### src/rtl/clock_time_ctrl.sv
// BCD hh:mm:ss timekeeper with a RUN/SET_HOUR/SET_MIN button FSM.
// Leaving set mode restarts the external second-tick generator to phase-align seconds.
module clock_time_ctrl #(
    parameter int HOUR_MAX = 23
) (
    input  logic       clk,
    input  logic       clr,
    input  logic       tick,
    input  logic       mode_btn,
    input  logic       inc_btn,
    output logic [7:0] hour_bcd,
    output logic [7:0] min_bcd,
    output logic [7:0] sec_bcd,
    output logic [1:0] mode,
    output logic       blink,
    output logic       tick_clr,
    output logic       day_pulse
);

    typedef enum logic [1:0] {
        RUN      = 2'b00,
        SET_HOUR = 2'b01,
        SET_MIN  = 2'b10
    } state_t;

    localparam logic [7:0] HOUR_MAX_BCD = {4'(HOUR_MAX / 10), 4'(HOUR_MAX % 10)};

    state_t state;

    // Two-digit BCD increment that wraps to 00 after the given last value.
    function automatic logic [7:0] bcd_inc(input logic [7:0] v, input logic [7:0] last);
        if (v == last)
            return 8'h00;
        if (v[3:0] == 4'd9)
            return {v[7:4] + 4'd1, 4'd0};
        return {v[7:4], v[3:0] + 4'd1};
    endfunction

    assign mode = state;

    always_ff @(posedge clk) begin
        if (clr) begin
            state     <= RUN;
            hour_bcd  <= 8'h00;
            min_bcd   <= 8'h00;
            sec_bcd   <= 8'h00;
            blink     <= 1'b0;
            day_pulse <= 1'b0;
            tick_clr  <= 1'b1;
        end else begin
            day_pulse <= 1'b0;
            tick_clr  <= 1'b0;
            case (state)
                RUN: begin
                    if (tick) begin
                        sec_bcd <= bcd_inc(sec_bcd, 8'h59);
                        if (sec_bcd == 8'h59) begin
                            min_bcd <= bcd_inc(min_bcd, 8'h59);
                            if (min_bcd == 8'h59) begin
                                hour_bcd <= bcd_inc(hour_bcd, HOUR_MAX_BCD);
                                if (hour_bcd == HOUR_MAX_BCD)
                                    day_pulse <= 1'b1;
                            end
                        end
                    end
                    if (mode_btn) begin
                        state <= SET_HOUR;
                        blink <= 1'b1;
                    end
                end
                SET_HOUR: begin
                    if (mode_btn) begin
                        state <= SET_MIN;
                        blink <= 1'b1;
                    end else begin
                        if (inc_btn)
                            hour_bcd <= bcd_inc(hour_bcd, HOUR_MAX_BCD);
                        if (tick)
                            blink <= ~blink;
                    end
                end
                SET_MIN: begin
                    // Confirming the time zeroes seconds and drops any coincident tick.
                    if (mode_btn) begin
                        state    <= RUN;
                        sec_bcd  <= 8'h00;
                        blink    <= 1'b0;
                        tick_clr <= 1'b1;
                    end else begin
                        if (inc_btn)
                            min_bcd <= bcd_inc(min_bcd, 8'h59);
                        if (tick)
                            blink <= ~blink;
                    end
                end
                default: begin
                    state <= RUN;
                    blink <= 1'b0;
                end
            endcase
        end
    end

endmodule

### config.mk
export PLATFORM = sky130hd
export DESIGN_NAME = clock_time_ctrl
export DESIGN_NICKNAME = d
export VERILOG_FILES = /design/src/rtl/clock_time_ctrl.sv
export SDC_FILE = /design/constraint.sdc
export NUM_CORES = 1
export LEC_CHECK = 0
export ABC_AREA = 1
export CAP_MARGIN = 15
export CORE_MARGIN = 2
export CORE_UTILIZATION = 60
export DETAILED_ROUTE_END_ITERATION = 8
export DONT_BUFFER_PORTS = 1
export GPL_TIMING_DRIVEN = 1
export PLACE_DENSITY_LB_ADDON = 0.2
export REMOVE_ABC_BUFFERS = 1
export SLEW_MARGIN = 20
export SYNTH_ARGS = -nofsm -noshare
export SYNTH_HDL_FRONTEND = slang
export SYNTH_SLANG_ARGS = --single-unit
export TNS_END_PERCENT = 1
### constraint.sdc
create_clock -name clk -period 2.7 [get_ports clk]
set_input_delay 0.27 -clock clk [delete_from_list [all_inputs] [get_ports clk]]
set_output_delay 0.27 -clock clk [all_outputs]
set_load 0.03 [all_outputs]
==> results.cfg <==
[run_status]
status = finished clean

[power_and_ir_drop]
combPwrFrac_pct = 11.0
power_frac_seq_pct = 58.6
ir_worst_vdd_mv = 0.420
power_switching_w = 0.000252
clockPowerShare_pct = 30.4
powerDensity_nw_per_um2 = 477
swShare_pct = 30.4
power_report.internal_total_w = 0.000577
leakagePower_nw = 0.738

[finish]
fin_nets = 258
antenna_cells = 0
final_common_cell = nand2_1
regArea_sq_um = 581
multi_input_area_sq_um = 922
synthToLayoutAreaGrowth_pct = 6.68
final_cell_mix = nand2_1, nor2_1, inv_1, dfxtp_1, nand3_1
fill_cells = 237
drive_above_1_share_pct = 8.20

[place]
gp_congestion = 0.820
pre_cts_ws_ns = 0.860
numPortBuffers = 0
dpl.hpwl_um = 2320

[synthesis]
ys_async_sr_fraction_pct = 0
ys_types = 33
synth_ff_type = dfxtp_1
synth_area_leaders = dfxtp_1, nand2_1, nor2_1
syn_area_per_cell_sq_um = 6.94
yosysTopAreaCell = dfxtp_1
ys_seq_elements = 29
ys_seq_area_share_pct = 35.6
yosysWarnings = 0
synth-edff-count = 0
synth.top_cell.area_share_pct = 35.6
syn_area_sq_um = 1630
synth_cells = 235

[route]
drt_iter0_markers = 64
drtAntennaViolNets = 0
drc = 0
wire_per_inst_um = 12.0
firstDrtPassIters = 5
wl_um = 3290
vias = 1484
vias_per_cell = 5.42

[global_route]
grtUsageMet2_pct = 34.3
busiest_layer = met2
use_met1_pct = 28.8
grt_usage_pct = 21.9
grt_overflow_total = 0
grt_pass1_vias = 1345
grt_use_met3_pct = 6.05
grt_start_max_net_pins = 14
grt_pass1_wl_um = 5580
antenna_found_initial = 0

[floorplanning]
die_y_um = 56.1
die-area_sq_um = 3150
io_pins = 34
fp.dieW_um = 56.1
core_area_sq_um = 2520
num_rows = 18
initial_core_util_pct = 64.6

[sta]
fin_tns_setup_ns = 0
fin_ws_ns = 0.842
worstMarginPinSlew_ns = 0.483
setup_violations = 0
slew_headroom_pct = 67.7
slew_viol_final = 0
period_needed_ns = 1.86
clock.fmax_ghz = 0.538
finClkSkew_ns = 0.0125
rsz0062_at_grt = false
finalCritPeriodShare_pct = 68.8
final_hold_viol_count = 0

[job]
maxCapViolCount = 0

[clock_network]
cts_tree = done
clock_path_buffers = 2
cts-root-buf = clkbuf_4
clk_pin_slew_worst_paths_ns = 0.09
cts_inserted_buffers = 5
holdBufCountCts = 1
post_cts_buffers = 0
htree_levels = 2
clock_sinks = 29
post_cts_resized = 0
clock_latency_ns = 0.32

[critical_path]
cp.arrival_ns = 2.11
slowest_delay_ns = 0.61
cp-end-kind = flip-flop
startpoint_type = flip-flop
cpMostUsedCell = nor2_1
crit_path_start = min_bcd[0]
worst-path-max-fanout = 8
crit_slowest_cell = dfxtp_1
crit_type = reg2reg
cp.required_ns = 2.96
timing.rr.start = min_bcd[0]
cp_cell_sequence = ha_1 > nand3_1 > o21ai_0 > nand3_4 > nor2_4 > nor2_1 > nor2_1

[hold_path]
min_path_type = in2reg
hold_start = clr
-- stage by stage --
stage	utilization (%)	total power, W	cell area, sq um	hold WS (ns)	cells
after detailed placement	65.8	0.000582	1660	0.343	263
after floorplan	-	0.000563	1620	0.339	233
after CTS	68.2	0.000829	1720	0.00176	272
final	68.9	0.000829	1740	0.0151	274
after global placement	65.8	0.000580	1660	0.342	263
after global routing	68.9	0.000863	1740	0.00243	274
-- cell type report --
class	count	area share [%]
clock buffer	8	2.81
multi-input combinational	172	53.0
tap	30	2.16
sequential	29	33.4
timing repair buffer	3	1.73
inverter	32	6.91
-- layer usage --
layer	up-vias	share of wire, %
li1	772	-
met1	671	50
met2	39	44
met3	2	6.0
met4	0	0.52
met5	-	0
-- worst max-delay path: cells and delay by family (launching register included) --
| family | cells | cell delay [ns] |
|---|---|---|
| flip-flops | 1 | 0.61 |
| AO/OA/AOI/OAI | 1 | 0.33 |
| adder cells (fa/ha/maj) | 1 | 0.22 |
| AND/OR/NAND/NOR | 5 | 0.62 |
-- Yosys cell counts, drive strengths merged, types with 2 or more instances --
cell	number
inv	32
clkbuf	2
ha	10
o21bai	2
nor2	39
o21ai	16
or2	3
nand4	6
nand2	56
a21oi	8
dfxtp	29
xor2	3
nand3	18
-- sequential cells by signal (all words and copies together) (netlist names) --
register,count
hour_bcd,8
min_bcd,8
sec_bcd,8
mode,2
blink,1
day_pulse,1
tick_clr,1
-- path summary, 6_finish.rpt --
kind | cells after the start | slack [ns] | endpoint
min reg2reg | 2 | 0.65 | sec_bcd[1]
min | 1 | 0.02 | mode[1]
max reg2reg | 7 | 0.84 | hour_bcd[6]
max | 7 | 0.84 | hour_bcd[6]
-- power by group through the flow --
stage | Combinational [W] | Sequential (W) | Clock (W)
2_1_floorplan | 0.0000715 | 0.000492 | 0
3_3_place_gp | 0.0000844 | 0.000496 | 0
3_5_place_dp | 0.0000853 | 0.000496 | 0
4_1_cts | 0.0000880 | 0.000486 | 0.000255
5_1_grt | 0.000103 | 0.000489 | 0.000270
6_report | 0.0000915 | 0.000486 | 0.000252
-- cells by family (layout without fill, tap and decap cells) --
logic type | count (synthesis) | in the layout | share of synthesized area, %
and+or+nand+nor | 127 | 127 | 35.2
buffers and inverters | 34 | 43 | 7.83
AOI/OAI and AO/OA | 31 | 31 | 11.6
DFF | 29 | 29 | 35.6
adders and majority gates | 10 | 10 | 7.67
xor gates and xnor gates | 4 | 4 | 2.15
Note: power is estimated with default switching activity, not from simulation.
